<file path="src/rtl/tqvp_wdt_pkg.sv">
// Shared definitions for the multi-channel windowed watchdog: register map,
// CTRL bit positions, tap magic and the per-channel status struct.
package tqvp_wdt_pkg;

  localparam logic [3:0] OFS_CTRL   = 4'h0;
  localparam logic [3:0] OFS_RELOAD = 4'h4;
  localparam logic [3:0] OFS_WINDOW = 4'h8;
  localparam logic [3:0] OFS_TAP    = 4'hC;

  localparam logic [5:0] ADDR_STATUS   = 6'h30;
  localparam logic [5:0] ADDR_PRESCALE = 6'h34;
  localparam logic [5:0] ADDR_INT_CLR  = 6'h38;

  localparam int CTRL_EN    = 0;
  localparam int CTRL_START = 1;
  localparam int CTRL_WIN   = 2;
  localparam int CTRL_LOCK  = 3;

  localparam logic [31:0] TAP_MAGIC_DEF = 32'h0000_ABCD;

  typedef struct packed {
    logic bite;
    logic early_flt;
    logic bark;
    logic nz;
  } wdt_status_t;

  // Byte and half writes zero-extend into the 32-bit write bus.
  function automatic logic [31:0] wdata_ext(input logic [1:0] wn, input logic [31:0] d);
    case (wn)
      2'b00:   return {24'b0, d[7:0]};
      2'b01:   return {16'b0, d[15:0]};
      default: return d;
    endcase
  endfunction

endpackage

</file>
<file path="src/rtl/tqvp_wdt_channel.sv">
// One watchdog channel: countdown, bark/bite escalation, window check and lock.
module tqvp_wdt_channel
  import tqvp_wdt_pkg::*;
#(
  parameter int          CNT_W     = 32,
  parameter logic [31:0] TAP_MAGIC = TAP_MAGIC_DEF
) (
  input  logic             clk,
  input  logic             rst_n,
  input  logic             tick_i,
  input  logic             wr_ctrl_i,
  input  logic             wr_reload_i,
  input  logic             wr_window_i,
  input  logic             wr_tap_i,
  input  logic [31:0]      wdata_i,
  input  logic             clr_bark_i,
  input  logic             clr_flt_i,
  output wdt_status_t      status_o,
  output logic [3:0]       ctrl_o,
  output logic [CNT_W-1:0] reload_o,
  output logic [CNT_W-1:0] window_o,
  output logic [CNT_W-1:0] cnt_o
);

  logic             enable_q, enable_d, started_q, started_d;
  logic             win_en_q, win_en_d, lock_q, lock_d;
  logic             bark_q, bark_d, bite_q, bite_d, flt_q, flt_d;
  logic [CNT_W-1:0] reload_q, reload_d, window_q, window_d, cnt_q, cnt_d;
  logic             ctrl_wr, tap_ok, early, tap_reload, run, expire;

  always_comb begin
    ctrl_wr    = wr_ctrl_i && !lock_q;
    tap_ok     = wr_tap_i && (wdata_i == TAP_MAGIC) && started_q;
    early      = win_en_q && (cnt_q > window_q);
    tap_reload = tap_ok && !early;
    run        = enable_q && started_q && !bite_q && tick_i && (cnt_q != '0);
    // A valid tap landing on the expiry cycle suppresses the expiry.
    expire     = run && (cnt_q == CNT_W'(1)) && !tap_reload;

    enable_d  = enable_q;
    started_d = started_q;
    win_en_d  = win_en_q;
    lock_d    = lock_q;
    reload_d  = reload_q;
    window_d  = window_q;
    cnt_d     = cnt_q;

    if (ctrl_wr) begin
      enable_d = wdata_i[CTRL_EN];
      win_en_d = wdata_i[CTRL_WIN];
      lock_d   = wdata_i[CTRL_LOCK];
    end
    if (wr_reload_i && !lock_q) reload_d = wdata_i[CNT_W-1:0];
    if (wr_window_i && !lock_q) window_d = wdata_i[CNT_W-1:0];

    if (tap_reload)
      cnt_d = reload_q;
    else if (run)
      cnt_d = (cnt_q == CNT_W'(1) && !bark_q) ? reload_q : cnt_q - CNT_W'(1);

    if (ctrl_wr && wdata_i[CTRL_START] && reload_q != '0) begin
      enable_d  = 1'b1;
      started_d = 1'b1;
      cnt_d     = reload_q;
    end

    bark_d = bark_q;
    if (tap_reload || clr_bark_i) bark_d = 1'b0;
    if (expire && !bark_q)        bark_d = 1'b1;
    bite_d = bite_q | (expire & bark_q);
    flt_d  = flt_q;
    if (clr_flt_i)      flt_d = 1'b0;
    if (tap_ok && early) flt_d = 1'b1;
  end

  always_ff @(posedge clk or negedge rst_n) begin
    if (!rst_n) begin
      enable_q  <= 1'b0;
      started_q <= 1'b0;
      win_en_q  <= 1'b0;
      lock_q    <= 1'b0;
      bark_q    <= 1'b0;
      bite_q    <= 1'b0;
      flt_q     <= 1'b0;
      reload_q  <= '0;
      window_q  <= '0;
      cnt_q     <= '0;
    end else begin
      enable_q  <= enable_d;
      started_q <= started_d;
      win_en_q  <= win_en_d;
      lock_q    <= lock_d;
      bark_q    <= bark_d;
      bite_q    <= bite_d;
      flt_q     <= flt_d;
      reload_q  <= reload_d;
      window_q  <= window_d;
      cnt_q     <= cnt_d;
    end
  end

  assign status_o = '{bite: bite_q, early_flt: flt_q, bark: bark_q, nz: (cnt_q != '0)};
  assign ctrl_o   = {lock_q, win_en_q, started_q, enable_q};
  assign reload_o = reload_q;
  assign window_o = window_q;
  assign cnt_o    = cnt_q;

endmodule

</file>
<file path="src/rtl/tqvp_wdt_multi.sv">
// Multi-channel windowed watchdog on the TinyQV peripheral bus: shared
// prescaler, register decode, registered read mux and interrupt/bite outputs.
module tqvp_wdt_multi
  import tqvp_wdt_pkg::*;
#(
  parameter int          NUM_CH    = 2,
  parameter int          CNT_W     = 32,
  parameter int          PRESC_W   = 16,
  parameter logic [31:0] TAP_MAGIC = TAP_MAGIC_DEF
) (
  input  logic        clk,
  input  logic        rst_n,
  input  logic [7:0]  ui_in,
  output logic [7:0]  uo_out,
  input  logic [5:0]  address,
  input  logic [31:0] data_in,
  input  logic [1:0]  data_write_n,
  input  logic [1:0]  data_read_n,
  output logic [31:0] data_out,
  output logic        data_ready,
  output logic        user_interrupt
);

  logic                             wr_en, tick, wr_intclr, any_flag;
  logic [31:0]                      wdata, rdata, status_w, data_out_q;
  logic                             data_ready_q, irq_q;
  logic [PRESC_W-1:0]               presc_q, pcnt_q;
  logic [7:0]                       uo_w;
  wdt_status_t [NUM_CH-1:0]         st;
  logic [NUM_CH-1:0][3:0]           ctrl_v;
  logic [NUM_CH-1:0][CNT_W-1:0]     reload_v, window_v, cnt_v;
  logic                             unused_ok;

  assign unused_ok = &{1'b0, ui_in};
  assign wr_en     = (data_write_n != 2'b11);
  assign wdata     = wdata_ext(data_write_n, data_in);
  assign wr_intclr = wr_en && (address == ADDR_INT_CLR);
  assign tick      = (pcnt_q == presc_q);

  for (genvar c = 0; c < NUM_CH; c++) begin : g_ch
    logic sel;
    assign sel = wr_en && (address[5:4] == 2'(c));
    tqvp_wdt_channel #(.CNT_W(CNT_W), .TAP_MAGIC(TAP_MAGIC)) u_ch (
      .clk        (clk),
      .rst_n      (rst_n),
      .tick_i     (tick),
      .wr_ctrl_i  (sel && address[3:0] == OFS_CTRL),
      .wr_reload_i(sel && address[3:0] == OFS_RELOAD),
      .wr_window_i(sel && address[3:0] == OFS_WINDOW),
      .wr_tap_i   (sel && address[3:0] == OFS_TAP),
      .wdata_i    (wdata),
      .clr_bark_i (wr_intclr && wdata[2*c]),
      .clr_flt_i  (wr_intclr && wdata[2*c+1]),
      .status_o   (st[c]),
      .ctrl_o     (ctrl_v[c]),
      .reload_o   (reload_v[c]),
      .window_o   (window_v[c]),
      .cnt_o      (cnt_v[c])
    );
  end

  always_comb begin
    status_w = '0;
    uo_w     = '0;
    any_flag = 1'b0;
    for (int c = 0; c < NUM_CH; c++) begin
      status_w[4*c +: 4] = st[c];
      uo_w[c]            = st[c].bite;
      any_flag           = any_flag | st[c].bark | st[c].early_flt;
    end
    status_w[31] = ctrl_v[0][CTRL_LOCK];
  end

  // TAP reads back the live counter; unmapped offsets read all ones.
  always_comb begin
    rdata = '1;
    if (address == ADDR_STATUS)        rdata = status_w;
    else if (address == ADDR_PRESCALE) rdata = 32'(presc_q);
    else if (address == ADDR_INT_CLR)  rdata = '0;
    else begin
      for (int c = 0; c < NUM_CH; c++) begin
        if (address[5:4] == 2'(c)) begin
          case (address[3:0])
            OFS_CTRL:   rdata = {28'b0, ctrl_v[c]};
            OFS_RELOAD: rdata = 32'(reload_v[c]);
            OFS_WINDOW: rdata = 32'(window_v[c]);
            OFS_TAP:    rdata = 32'(cnt_v[c]);
            default:    ;
          endcase
        end
      end
    end
  end

  always_ff @(posedge clk or negedge rst_n) begin
    if (!rst_n) begin
      presc_q      <= '0;
      pcnt_q       <= '0;
      data_out_q   <= '0;
      data_ready_q <= 1'b0;
      irq_q        <= 1'b0;
    end else begin
      if (wr_en && address == ADDR_PRESCALE) begin
        presc_q <= wdata[PRESC_W-1:0];
        pcnt_q  <= '0;
      end else if (tick) begin
        pcnt_q <= '0;
      end else begin
        pcnt_q <= pcnt_q + PRESC_W'(1);
      end
      data_out_q   <= rdata;
      data_ready_q <= (data_read_n != 2'b11);
      irq_q        <= any_flag;
    end
  end

  assign data_out       = data_out_q;
  assign data_ready     = data_ready_q;
  assign user_interrupt = irq_q;
  assign uo_out         = uo_w;

endmodule

</file>
<file path="config.mk">
export PLATFORM = sky130hd
export DESIGN_NAME = tqvp_wdt_multi
export DESIGN_NICKNAME = d
export VERILOG_FILES = /design/src/rtl/tqvp_wdt_pkg.sv /design/src/rtl/tqvp_wdt_channel.sv /design/src/rtl/tqvp_wdt_multi.sv
export SDC_FILE = /design/constraint.sdc
export NUM_CORES = 1
export LEC_CHECK = 0
export ABC_CLOCK_PERIOD_IN_PS = 2700
export BUFFER_PORTS_ARGS = -buffer_cell sky130_fd_sc_hd__buf_2
export CORE_ASPECT_RATIO = 0.9
export CORE_UTILIZATION = 40
export CTS_CLUSTER_SIZE = 40
export DETAILED_ROUTE_END_ITERATION = 6
export GPL_TIMING_DRIVEN = 0
export PLACE_DENSITY = 0.57
export SYNTH_ARGS = -nofsm -noshare
export SYNTH_HDL_FRONTEND = slang
export SYNTH_HIERARCHICAL = 1
export SYNTH_SLANG_ARGS = --single-unit
</file>
<file path="constraint.sdc">
create_clock -name clk -period 2.7 [get_ports clk]
set_input_delay 0.27 -clock clk [delete_from_list [all_inputs] [get_ports clk]]
set_output_delay 0.27 -clock clk [all_outputs]
set_load 0.02 [all_outputs]
</file>
; ---- Word level (Yosys, flattened, before mapping)
; Index checks and enable logic that the tools add are counted.
[classes]
eq_ne = 14
n_addsub = 3
bitwise = 7
order_cmp = 2
muxes = 30
reduce_logical = 79
[ops]
columns = operator, count
row1 = $mux 32, 13
row2 = $pmux 32 s4, 2
row3 = $reduce_bool 32->1, 4
row4 = $eq 32x1->1 const B, 2
row5 = $gt 32x32->1, 2
row6 = $pmux 32 s2, 1
row7 = $sub 32x1->32 const B, 2
row8 = $logic_and 1x1->1, 52
row9 = $eq 32x16->1 const B, 1
row10 = $mux 16, 2
row11 = $eq 6x6->1 const B, 3
row12 = $add 16x1->16 const B, 1
row13 = $eq 16x16->1, 1
row14 = $mux 1, 12
row15 = $reduce_bool 2->1, 6
row16 = $logic_not 1->1, 10
row17 = $eq 4x4->1 const B, 2
row18 = $reduce_bool 3->1, 2
row19 = $or 1x1->1, 5
row20 = $eq 2x1->1 const B, 2
row21 = $eq 4x3->1 const B, 1
row22 = $logic_not 2->1, 2
row23 = $logic_not 4->1, 1
row24 = $ne 2x2->1 const B, 2
row25 = other kinds (2), 4
[word_totals]
ff_bits = 272
out_inout_bits = 42

; ---- Logic depth before layout (Yosys ltp)
; Gate-level depths: netlist of run 1.
[logic_depth]
word_depth = 10
mapped_depth = 13
ltp_nobuf = 10

; ---- Cells and area by module
; Netlist of run 1, hierarchy kept.
[modules_own_cells]
columns = mod, area_each_um2, cells_each, n_inst
row1 = tqvp_wdt_channel, 5911.9, 568, 2
row2 = tqvp_wdt_multi, 4553.1, 500, 1

; ---- Worst setup path before layout of run 1
; No wires, ideal clock.
[synth_timing]
kind = register -> register
from = reg pcnt_q[11]
to = reg g_ch[0].u_ch.cnt_q[5]
setup_slack_ns = -0.236
n_path_buf = 1
stages_incl_launch_ff = 11
arrival_ns = 2.816
setup_ns = 0.121
synth_period_minus_slack_ns = 2.936
path_cell_list = dfrtp_1 > xnor2_1 > nand4_1 > nor4_2 > clkbuf_1 > nand4b_1 > inv_1 > nand3_1 > or4b_2 > a22o_1 > a22o_1
[synth_between]
elab_chain_cells = 4
[synth_rtl]
columns = element, line
row1 = from (decl), tqvp_wdt_multi.sv:27  ; logic [PRESC_W-1:0] presc_q, pcnt_q;
row2 = from (signal assigned), tqvp_wdt_multi.sv:109  ; pcnt_q <= pcnt_q + PRESC_W'(1);
row3 = $eq 16x16->1, tqvp_wdt_multi.sv:38  ; assign tick = (pcnt_q == presc_q);
row4 = net tick, tqvp_wdt_multi.sv:24  ; logic wr_en, tick, wr_intclr, any_flag;
row5 = $logic_and 1x1->1 (2 in series), tqvp_wdt_channel.sv:36  ; run = enable_q && started_q && !bite_q && tick_i && (cnt_q != '0);
row6 = $reduce_bool 3->1 (no line), -
row7 = to (signal assigned), tqvp_wdt_channel.sv:98  ; cnt_q <= cnt_d;
row8 = to (decl), tqvp_wdt_channel.sv:28  ; logic [CNT_W-1:0] reload_q, reload_d, window_q, window_d, cnt_q, cnt_d;
; The timed path passes the listed nets, and every way through them passes these cells.
; A chain may end at the register's enable or synchronous reset.

; ---- Final worst setup path of run 1
[layout_timing]
from = reg presc_q[7]
to = reg g_ch[0].u_ch.cnt_q[23]
[layout_between]
elab_chain_cells = 4
[layout_rtl]
columns = element, line
row1 = from (decl), tqvp_wdt_multi.sv:27
row2 = from (signal assigned), tqvp_wdt_multi.sv:104  ; presc_q <= wdata[PRESC_W-1:0];
row3 = $eq 16x16->1, tqvp_wdt_multi.sv:38
row4 = net tick, tqvp_wdt_multi.sv:24
row5 = $logic_and 1x1->1 (2 in series), tqvp_wdt_channel.sv:36
row6 = $reduce_bool 3->1 (no line), -
; The timed path passes the listed nets, and every way through them passes these cells.

==> impl_results.md, run 1 <==
* Die Y at 194 um
* GRT Util Overall at 0.285
* Post-Synth XOR/XNOR Area at 0.0155
* Synth Area in Simple Gates at 0.155
* Initial Util at 0.411
* Die Span X at 215 um
* Worst r2r dst: g_ch[0].u_ch/cnt_o[23]
* TritonCTS buffer count at 31
* RSZ-0062 raised after global routing: true
* WHS Endpoint: g_ch[0].u_ch/lock_q
* Post-synth cell types at 73
* Layout area overhead at 27.4%
* Largest net degree at the start of global routing at 112
* Layout cells sized above 1 at 0.377
* WL final at 62800 um
* Final Worst Setup Slack at -0.188 ns
* Non-Filler Cell Area, Final at 20900 um2
* Final Hold Fails at 0
* Port Buf Inserts at 77
* Overflow after GRT at 0
* Routed len/inst at 25.9 um
* DP HPWL at 43900 um
* Number of synthesized flops with an enable pin at 0
* Reg2Reg Setup Slack at -0.19 ns
* Mux contribution to synthesized area at 0.103
* CP endpoint kind: flip-flop
* Seq cells post-synth at 272
* DR vias at 15142
* Startpoint types: flip-flop
* Synth Flop Type: dfrtp_1
* RR Startpoint: presc_q[7]
* Final setup vio count at 60
* First DRT Iteration DRCs at roughly 1400
* IO Count at between 90 and 100
* Worst-path cell chain: xnor2_2 > nand4_1 > nor4_4 > clkbuf_8 > nand4b_1 > buf_4 > a21oi_4 > buf_6 > buf_6 > a21oi_4 > buf_6 > o22a_2
* Std-Cell Rows at 69
* Seq/Total Area, Yosys at 0.416
* CTS Root Cell: clkbuf_16
* WP buf/inv at 5
* Avg Inst Size Synth at 10.0 um2
* Vias per inst at ~6.2
* Failing checks: setup timing
* Relative slew margins at 0.240
* Slew Limit Fails at 0
* Placer Congestion at 0.914
* Worst-path clk slew at around 0.07 ns
* Post-Synth Adder-Cell Area at 0.0527
* Clk sinks at 272
* Die Area at 41800 um2
* Hold Startpoint: data_in[3]
* Pre-Repair DR Iteration Count at 7
* H-tree levels at 1
* Synth area leaders: dfrtp_1, mux2_2, ha_1
* Post-synth ARST share at 1.00
* Critical Path AT at roughly 3.4 ns
* Clock Path Buffers at 3
* Final Core Density at 0.523
* Critical-path maximum fanout at 8
* Initial antenna violation count at 0
* Yosys warnings at 6
* Fmax at 346 MHz
* Fin Hold WS at just over 0.08 ns
* Clock Latency Late Sink at 0.58 ns
* Post-synth top area share at 0.416
* CP peak stage delay at roughly 0.46 ns
* Status: finished, violations left
* Hold Crit Depth at 3
* Dpl ws at -0.982 ns
* Mapped Area at ~16000 um2
* Critical Path Slowest Stage Cell: dfrtp_1
* Most frequent CP cell: buf_6
* Leading area contributor after synthesis: dfrtp_1
* Final period utilization at 1.07
* Post-layout net count at a little under 2000
* First-pass GRT wire length at 90100 um
* Leakage dissipation at 8.66 nW
* Slew at the pin closest to its max-slew limit at 1.13 ns
* Post-synthesis compound-gate area fraction at 0.193
* Worst Path Required at roughly 3.2 ns
* Setup Skew at 0.00888 ns
* Top-count cell post-synth: dfrtp_1
* Area after DPL at around 18000 um2
* Hold Crit Class: in -> reg
* Pwr Density at 467 nW/um2
* Synth top cells by count: dfrtp_1, mux2_2, inv_1
* Cells after Synth at approximately 1600
* Reg2reg path depth at 12
* Largest family of logic cells by synthesized area: compound AO/OA/AOI/OAI gates
* Tmin final at 2.89 ns
* CTS tree: built
* Max cap viols at 0
* Core area at 39900 um2
* Delay-heaviest family, CP: buffers and inverters
* VDD IR max at 437 uV
* Routed Antenna Nets at 0
* Remaining DRCs at 0
* Vias in the first global route at around 14000
* Critical path class: reg -> reg
## how the worst max path moves through the flow
stage / to / startpoint / slack (ns) / depth (start not counted)
floorplan: g_ch[1].u_ch/cnt_o[0] / data_write_n[1] / 0.006 / 11
global placement: g_ch[1].u_ch/cnt_o[0] / rst_n / -3.95 / 1
detailed placement: g_ch[1].u_ch/cnt_o[29] / data_write_n[1] / -0.98 / 11
CTS: g_ch[1].u_ch/cnt_o[5] / presc_q[12] / -0.09 / 10
global route: g_ch[0].u_ch/cnt_o[23] / pcnt_q[7] / -0.22 / 13
finish: g_ch[0].u_ch/cnt_o[23] / presc_q[7] / -0.19 / 12
## worst reg2reg max path: stages (launching register included)
cell and delay [ns]:
dfrtp_1 0.46, xnor2_2 0.17, nand4_1 0.18, nor4_4 0.40, clkbuf_8 0.24, nand4b_1 0.20, buf_4 0.21, a21oi_4 0.23
buf_6 0.16, buf_6 0.09, a21oi_4 0.06, buf_6 0.16, o22a_2 0.22
## kinds of logic after synthesis
logic type | count (synthesis)
buf+inv | 229
compound gates | 446
fa+ha+maj | 69
simple gates | 440
flops | 272
other cells | 1
xor+xnor | 29
mux | 150
## registers in the layout (all words and copies together) (netlist names)
| register | count |
|---|---|
| pcnt_q | 16 |
| g_ch.u_ch/window_o | 64 |
| g_ch.u_ch/reload_o | 64 |
| g_ch.u_ch/bark_q | 2 |
| presc_q | 16 |
| data_ready | 1 |
| g_ch.u_ch/lock_q | 2 |
| g_ch.u_ch/cnt_o | 64 |
| data_out | 32 |
| g_ch.u_ch/started_q | 2 |
| user_interrupt | 1 |
| g_ch.u_ch/flt_q | 2 |
| g_ch.u_ch/win_en_q | 2 |
| g_ch.u_ch/bite_q | 2 |
| g_ch.u_ch/enable_q | 2 |
## what timing repair did
action,in CTS,in global routing
resized for setup,98,233
setup buffers,37,65
gates cloned,1,13
setup endpoints to repair,127,116
hold buffers,3,0
pin swaps,34,97
endpoints found under the hold margin,53,0
## metrics by stage
step | setup TNS (ns) | cells | total power, mW
after detailed placement | -103.22 | 2252 | 5.48
final | -5.08 | 2423 | 9.75
after CTS | -0.622 | 2347 | 9.72
after global placement | -1167.72 | 2250 | 5.45
after global routing | -8.99 | 2422 | 10.0
after floorplan | 0 | 1641 | 5.04
## layer usage
layer,GRT usage,wire [um],vias to the layer above
met4,0.0919,2790,0
li1,-,-,6596
met5,0,0,-
met2,0.422,27600,661
met1,0.422,28000,7723
met3,0.0438,4390,162
## cell usage in the layout, fill, tap and decap left out, types with 31 or more instances in the layout
cell type / n
buf_2: 98
a22oi_1: 55
a21oi_1: 85
clkbuf_16: 37
nor3_1: 33
dfrtp_2: 43
o21ai_0: 47
inv_1: 112
mux2_2: 141
ha_1: 57
dfrtp_1: 229
buf_4: 113
nor2_1: 55
nor4_1: 31
nand2_1: 68
## power breakdown
| part | internal [mW] | switching [mW] | total [mW] |
|---|---|---|---|
| Sequential | 4.26 | 0.200 | 4.46 |
| Clock | 2.36 | 1.83 | 4.19 |
| Combinational | 0.464 | 0.638 | 1.10 |
## cell type report
cell class              instances  area [um2]
diodes                          1        2.50
plain buffers                 107         791
well taps                     532         666
flip-flops and latches        272        6860
inverters                     118         450
clock inverters                12        96.3
fillers                      3616       19000
clock buffers                  43         881
multi-input cells            1140        9550
repair buffers                198        1560
Note: power is estimated with default switching activity, not from simulation.
==> inputs of run 2 (changes only) <==
--- a/config.mk
+++ b/config.mk
@@ -5,10 +5,12 @@
 export SDC_FILE = /design/constraint.sdc
 export NUM_CORES = 1
 export LEC_CHECK = 0
+export ABC_AREA = 1
 export ABC_CLOCK_PERIOD_IN_PS = 2700
 export BUFFER_PORTS_ARGS = -buffer_cell sky130_fd_sc_hd__buf_2
 export CORE_ASPECT_RATIO = 0.9
 export CORE_UTILIZATION = 40
+export CTS_BUF_LIST = sky130_fd_sc_hd__clkbuf_16
 export CTS_CLUSTER_SIZE = 40
 export DETAILED_ROUTE_END_ITERATION = 6
 export GPL_TIMING_DRIVEN = 0
==> run 2 against run 1 <==
Against the previous run: the run now ends clean; hold slack lost 0.044 ns; total power is 0.75% lower; core utilization is 5.9 points lower; clock skew up 0.0018 ns; via count up 22%; fmax up 13%; critical path depth is 1 lower; wire length rose by 7.0%; clock-buffer cell count fell by 12; critical path type unchanged; first-iteration DRC count rose by 30%.
==> impl_results.md, run 2 <==
* Post-synthesis compound-gate area fraction at 0.0923 (-0.101)
* WL final at 67100 um (+7.0%)
* Pre-Repair DR Iteration Count at 6 (-1)
* Non-filler instance count after layout at 3396 (+40%)
* Relative slew margins at 0.425 (+0.185)
* Vias in the first global route at 17454 (+25%)
* Std-Cell Rows at 73 (+5.8%)
* Vias per inst at 5.45 (-13%)
* WHS Endpoint: presc_q[3]
* Mux contribution to synthesized area at 0 (-0.103)
* Clock Path Buffers at 3 (unchanged)
* CP endpoint kind: flip-flop
* Worst r2r dst: g_ch[1].u_ch/cnt_o[29]
* GRT Util Overall at 0.290 (+0.00565)
* RSZ-0062 raised after global routing: false
* Startpoint types: flip-flop
* Reg2Reg Setup Slack at 0.14 ns (+0.33 ns)
* Leakage dissipation at 10.6 nW (+22%)
* IO Count at 94 (unchanged)
* Tmin final at 2.56 ns (-0.327 ns)
* Non-Filler Cell Area, Final at 20700 um2 (-0.87%)
* Critical Path AT at 3.03 ns (-0.33 ns)
* Worst-path clk slew at 0.06 ns (about the same)
* Clock Latency Late Sink at 0.59 ns (about the same)
* Post-synth ARST share at 1.00 (unchanged)
* RR Startpoint: g_ch[1].u_ch/cnt_o[0]
* Post-Synth XOR/XNOR Area at 0.0297 (+0.0142)
* Routed len/inst at 19.8 um (-24%)
* First-pass GRT wire length at 103000 um (+15%)
* Number of synthesized flops with an enable pin at 0 (unchanged)
* Top-count cell post-synth: nand2_1
* Final period utilization at 0.949 (-0.121)
* Max cap viols at 0 (unchanged)
* Commonest non-fill, non-tap cell in the layout: nand2_1
* Hold Crit Depth at 3 (unchanged)
* Hold Startpoint: data_in[3]
* Slew at the pin closest to its max-slew limit at 0.859 ns (-0.270 ns)
* Core area at 44600 um2 (+12%)
* Commonest cells after routing, fill and taps aside: nand2_1, nand3_1, nor2_1
* Post-layout net count at 2895 (+46%)
* CP peak stage delay at 0.46 ns (about the same)
* DR vias at 18515 (+22%)
* Critical-path maximum fanout at 10 (+2)
* Reg2reg path depth at 11 (-1)
* Largest family of logic cells by synthesized area: simple AND/OR/NAND/NOR gates
* Synth top cells by count: nand2_1, nand3_1, nor2_1
* Area after DPL at 19500 um2 (+11%)
* TritonCTS buffer count at 31 (unchanged)
* Remaining DRCs at 0 (unchanged)
* Initial antenna violation count at 1 (+1)
* Fmax at 390 MHz (+13%)
* Final Core Density at 0.464 (-0.0591)
* Synth area leaders: dfrtp_1, nand2_1, nand3_1
* Worst Path Required at 3.17 ns (about the same)
* Die Y at 205 um (+5.6%)
* CTS Root Cell: clkbuf_16
* Yosys warnings at 6 (unchanged)
* DP HPWL at 51900 um (+18%)
* Largest net degree at the start of global routing at 106 (-5.4%)
* Leading area contributor after synthesis: dfrtp_1
* Pwr Density at 468 nW/um2 (+0.12%)
* Die Span X at 227 um (+5.6%)
* Routed Antenna Nets at 0 (unchanged)
* Mapped Area at 18300 um2 (+12%)
* Port Buf Inserts at 77 (unchanged)
* Die Area at 46500 um2 (+11%)
* Avg Inst Size Synth at 6.91 um2 (-31%)
* Fill cell count at 4674 (+29%)
* Final Hold Fails at 0 (unchanged)
* Number of placed instances with taps included at 3329 (+48%)
* Final setup vio count at 0 (-100%)
* Most frequent CP cell: nand3_1
* Post-Synth Adder-Cell Area at 0.0473 (-0.00546)
* CTS tree: built
* Post-synth top area share at 0.373 (-0.0431)
* Critical path class: reg -> reg
* Synth Area in Simple Gates at 0.357 (+0.202)
* Status: complete, no violations
* Fin Hold WS at 0.0376 ns (-0.0438 ns)
* Layout cells sized above 1 at 0.112 (-0.266)
* Hold Crit Class: in -> reg
* Setup Skew at 0.0106 ns (+0.00177 ns)
* First DRT Iteration DRCs at 1861 (+30%)
* Overflow after GRT at 0 (unchanged)
* VDD IR max at 569 uV (+30%)
* Worst-path cell chain: inv_1 > ha_1 > nand2_1 > inv_1 > nand3_1 > o21bai_1 > buf_4 > buf_2 > nor2_1 > nand3_1 > nand3_1
* Synth Flop Type: dfrtp_1
* Placer Congestion at 0.946 (+3.5%)
* Initial Util at 0.410 (-0.000704)
* Seq cells post-synth at 272 (unchanged)
* Cells after Synth at 2645 (+62%)
* Critical Path Slowest Stage Cell: dfrtp_1
* Slew Limit Fails at 0 (unchanged)
* Post-synth cell types at 41 (-44%)
* Layout area overhead at 13.2%
* Clk sinks at 272 (unchanged)
* H-tree levels at 1 (unchanged)
* Seq/Total Area, Yosys at 0.373 (-0.0431)
==> run 2: cell count changes after synthesis, moves of 30 or more <==
cell	delta
nand4_1	+79
nand3_1	+256
a21oi_1	+49
buf_2	+34
nand2_1	+641
o21ai_0	+92
inv_1	+155
a22oi_1	-64
mux2_2	-141
nor3_1	-36
a221oi_1	-31
and2_1	-30
nor2_1	+229
==> run 2: per-stage QoR <==
stage	setup TNS, ns	setup slack [ns]	power (mW)
CTS	0	0.00740	9.75
floorplan	0	0.655	4.98
detailed placement	-48.52	-0.887	5.38
global route	0	0.00937	10.0
finish	0	0.139	9.67
global placement	-1118.91	-3.99	5.36
==> run 2: worst max path at each step <==
stage / startpoint / to / slack, ns / cells past startpoint
floorplan: data_write_n[1] / g_ch[0].u_ch/cnt_o[10] / 0.66 / 13
global placement: rst_n / pcnt_q[10] / -3.99 / 1
detailed placement: data_write_n[1] / g_ch[0].u_ch/cnt_o[10] / -0.89 / 14
CTS: g_ch[1].u_ch/cnt_o[27] / g_ch[1].u_ch/cnt_o[22] / 0.007 / 13
global route: g_ch[1].u_ch/cnt_o[0] / g_ch[1].u_ch/cnt_o[26] / 0.009 / 11
finish: g_ch[1].u_ch/cnt_o[0] / g_ch[1].u_ch/cnt_o[29] / 0.14 / 11
==> run 2: cell families (layout without fill, tap and decap cells) <==
group,after synthesis,count (layout)
AND/OR/NAND/NOR,1486,1486
AO/OA/AOI/OAI,331,331
buffers and inverters,424,569
adder cells (fa/ha/maj),69,69
other,1,7
flip-flops,272,272
XOR/XNOR,62,62
==> run 2: metal layers <==
layer / up-vias / track usage / share of wire
li1: 8814 / - / -
met1: 8842 / 0.436 / 0.47
met2: 758 / 0.430 / 0.42
met3: 101 / 0.0409 / 0.083
met4: 0 / 0.0808 / 0.028
met5: - / 0 / 0
==> run 2: cell type report <==
cell class                 count  area (um2)  area share
multi-input combinational   1954        9670       0.468
antenna                        1        2.50    0.000121
clock buffer                  31         776      0.0375
inverter                     282        1060      0.0515
tap                          600         751      0.0363
buffer                       142         805      0.0389
clock inverter                23         231      0.0112
sequential                   272        6810       0.329
timing repair buffer          91         566      0.0274
==> run 2: repair_timing <==
action,4_1_cts,5_1_grt
hold buffers,10,0
setup buffers,0,2
endpoints found under the hold margin,74,0
pin swaps,0,2
gates resized for setup,9,21
setup endpoints to repair,52,66
==> run 2: where the power goes <==
part,internal [mW],total (mW),switching [mW]
Clock,2.53,4.35,1.81
Sequential,4.23,4.37,0.144
Combinational,0.315,0.955,0.640
Total,7.08,9.67,2.60
==> run 2: worst max-delay path: cells and delay by family, from the launching register on <==
kind,cells,cell delay (ns)
AND/OR/NAND/NOR,5,0.61
adder cells (fa/ha/maj),1,0.36
AO/OA/AOI/OAI,1,0.19
flip-flops,1,0.46
buffers and inverters,4,0.82
==> inputs of run 3 (changes only) <==
--- a/config.mk
+++ b/config.mk
@@ -9,11 +9,11 @@
 export ABC_CLOCK_PERIOD_IN_PS = 2700
 export BUFFER_PORTS_ARGS = -buffer_cell sky130_fd_sc_hd__buf_2
 export CORE_ASPECT_RATIO = 0.9
+export CORE_MARGIN = 8
 export CORE_UTILIZATION = 40
 export CTS_BUF_LIST = sky130_fd_sc_hd__clkbuf_16
 export CTS_CLUSTER_SIZE = 40
 export DETAILED_ROUTE_END_ITERATION = 6
-export GPL_TIMING_DRIVEN = 0
 export PLACE_DENSITY = 0.57
 export SYNTH_ARGS = -nofsm -noshare
 export SYNTH_HDL_FRONTEND = slang
==> run 3 against run 2 <==
Against the previous run: flip-flop and latch count did not move; total power increased by 1.1%; first-iteration DRC count fell by 12%; wire length is 9.1% lower; hold slack better by 0.012 ns; core utilization decreased by 0.91 points; sequential power hardly changed; sequential share of layout area rose by 0.12 points; non-clock buffer count fell by 78; worst setup slack better by 0.012 ns; clock-buffer cell count up 3.
==> impl_results.md, run 3 (synthesized netlist as in run 2, its figures left out) <==
* WHS Endpoint: presc_q[5]
* Initial antenna violation count at 1 (unchanged)
* Sw Ratio at 0.273 (+0.00429)
* DP HPWL at 44400 um (-14%)
* Leakage dissipation at 10.5 nW (-0.43%)
* Max cap viols at 0 (unchanged)
* Delay-heaviest family, CP: simple AND/OR/NAND/NOR gates
* Reg2Reg Setup Slack at 0.15 ns (about the same)
* Layout cells sized above 1 at 0.103 (-0.00880)
* Core area at 45300 um2 (+1.6%)
* Critical Path Slowest Stage Cell: dfrtp_1
* Final Hold Fails at 0 (unchanged)
* Port Buf Inserts at 79 (+2.6%)
* Routed Antenna Nets at 0 (unchanged)
* Hold Startpoint: data_in[5]
* Clock Path Buffers at 3 (unchanged)
* Fill cell count at 4662 (-0.26%)
* Initial Util at 0.404 (-0.00637)
* Overflow after GRT at 0 (unchanged)
* Critical-path maximum fanout at 46 (+36)
* CTS tree: built
* Clk sinks at 272 (unchanged)
* Largest net degree at the start of global routing at 86 (-19%)
* # diodes at 0 (-1)
* IO Count at 94 (unchanged)
* Critical path class: reg -> reg
* Std-Cell Rows at 74 (+1.4%)
* Startpoint types: flip-flop
* Tmin final at 2.55 ns (-0.0123 ns)
* CP peak stage delay at 0.48 ns (+0.02 ns)
* First-pass GRT wire length at 96300 um (-6.9%)
* Worst Path Required at 3.18 ns (about the same)
* Vias in the first global route at 16772 (-3.9%)
* CP endpoint kind: flip-flop
* RR Startpoint: g_ch[1].u_ch/reload_o[29]
* Final setup vio count at 0 (unchanged)
* Status: complete, no violations
* CTS Root Cell: clkbuf_16
* Layout area overhead at 12.7%
* Remaining DRCs at 0 (unchanged)
* Worst r2r dst: g_ch[1].u_ch/cnt_o[31]
* WP buf/inv at 1 (-3)
* Clock Latency Late Sink at 0.56 ns (-0.03 ns)
* Die Span X at 241 um (+6.2%)
* Power, Total at 9.78 mW (+1.1%)
* GRT Util Overall at 0.231 (-0.0592)
* Slew at the pin closest to its max-slew limit at 0.914 ns (+0.0553 ns)
* Pint at 7.12 mW (+0.54%)
* Worst-path cell chain: nor4_1 > nand4_1 > o21ai_4 > buf_4 > nand3_1 > nand3_1
* Die Area at 52800 um2 (+13%)
* H-tree levels at 2 (+1)
* Postcts setup bufs at 0 (unchanged)
* Slew Limit Fails at 0 (unchanged)
* Most frequent CP cell: nand3_1
* Vias per inst at 5.35 (-1.9%)
* TritonCTS buffer count at 34 (+9.7%)
* Commonest non-fill, non-tap cell in the layout: nand2_1
* Worst-path clk slew at 0.06 ns (about the same)
* Pre-Repair DR Iteration Count at 7 (+1)
* Post-layout net count at 2820 (-2.6%)
* WL final at 61000 um (-9.1%)
* Routed len/inst at 18.3 um (-7.3%)
* Fmax at 392 MHz (+0.48%)
* Setup Skew at 0.0223 ns (+0.0116 ns)
* Combinational power share at 0.093 (-0.006)
* RSZ-0062 raised after global routing: false
* Die Y at 219 um (+6.8%)
* Crit path depth at 6 (-5)
* Pwr Density at 475 nW/um2 (+1.5%)
* VDD IR max at 448 uV (-21%)
* Critical Path AT at 3.03 ns (about the same)
* Relative slew margins at 0.388 (-0.0370)
* Hold Crit Depth at 3 (unchanged)
* Final period utilization at 0.944 (-0.00457)
* Commonest cells after routing, fill and taps aside: nand2_1, nand3_1, nor2_1
* Setup TNS at 0 ns (unchanged)
* Flop pwr share at 0.449 (-0.003)
* Placer Congestion at 0.920 (-2.8%)
* Clock Power Share at 0.458 (+0.009)
* First DRT Iteration DRCs at 1629 (-12%)
* Psw at 2.67 mW (+2.7%)
* Reg2reg path depth at 6 (-5)
* DR vias at 17815 (-3.8%)
* Hold Crit Class: in -> reg
run 3: power by group through the flow:
stage | registers (mW) | logic, mW | clock network, mW
global placement | 4.46 | 0.887 | 0
floorplan | 4.45 | 0.529 | 0
global route | 4.41 | 1.02 | 4.75
CTS | 4.39 | 0.909 | 4.59
finish | 4.39 | 0.906 | 4.48
detailed placement | 4.46 | 0.902 | 0
run 3: what timing repair did:
item,CTS,global route
hold endpoints to repair,60,0
endpoints found under the setup margin,0,8
resized for setup,0,1
hold buffers,3,0
run 3: area by class of cell:
type                    instances  area (um2)  area share
multi-input cells            1954        9700       0.471
flip-flops and latches        272        6810       0.331
repair buffers                155        1180      0.0575
inverters                     282        1060      0.0517
clock buffers                  34         851      0.0413
well taps                     608         761      0.0369
clock inverters                26         223      0.0108
run 3: worst max path at each step:
stage / slack [ns] / start / to
after detailed placement: 0.02 / data_write_n[1] / g_ch[0].u_ch/cnt_o[25]
after floorplan: 0.66 / data_write_n[1] / g_ch[0].u_ch/cnt_o[10]
after global routing: 0.04 / g_ch[1].u_ch/reload_o[30] / g_ch[1].u_ch/cnt_o[21]
final: 0.15 / g_ch[1].u_ch/reload_o[29] / g_ch[1].u_ch/cnt_o[31]
after global placement: 0.07 / data_write_n[1] / g_ch[0].u_ch/cnt_o[18]
after CTS: 0.19 / g_ch[0].u_ch/cnt_o[31] / g_ch[0].u_ch/cnt_o[25]
run 3: tightest hold or removal path, stage by stage:
cell and delay (ns):
buf_2 0.17, nand2_1 0.08, nand2_1 0.04
run 3: through the flow:
stage                util  worst slack [ns]  instances  instance area [um2]  hold slack (ns)
floorplan               -             0.655       2650                18300          -0.0256
global placement    0.430            0.0722       3268                19500            0.261
detailed placement  0.430            0.0241       3268                19500            0.267
CTS                 0.455             0.188       3331                20600           0.0240
global route        0.455            0.0426       3331                20600           0.0617
finish              0.455             0.151       3331                20600           0.0496
run 3: layer usage:
metal  vias up  track usage  share of wire
li1       8667            -              -
met1      8409        0.345           0.48
met2       658        0.342           0.43
met3        81       0.0366          0.070
met4         0       0.0617          0.022
met5         -            0              0
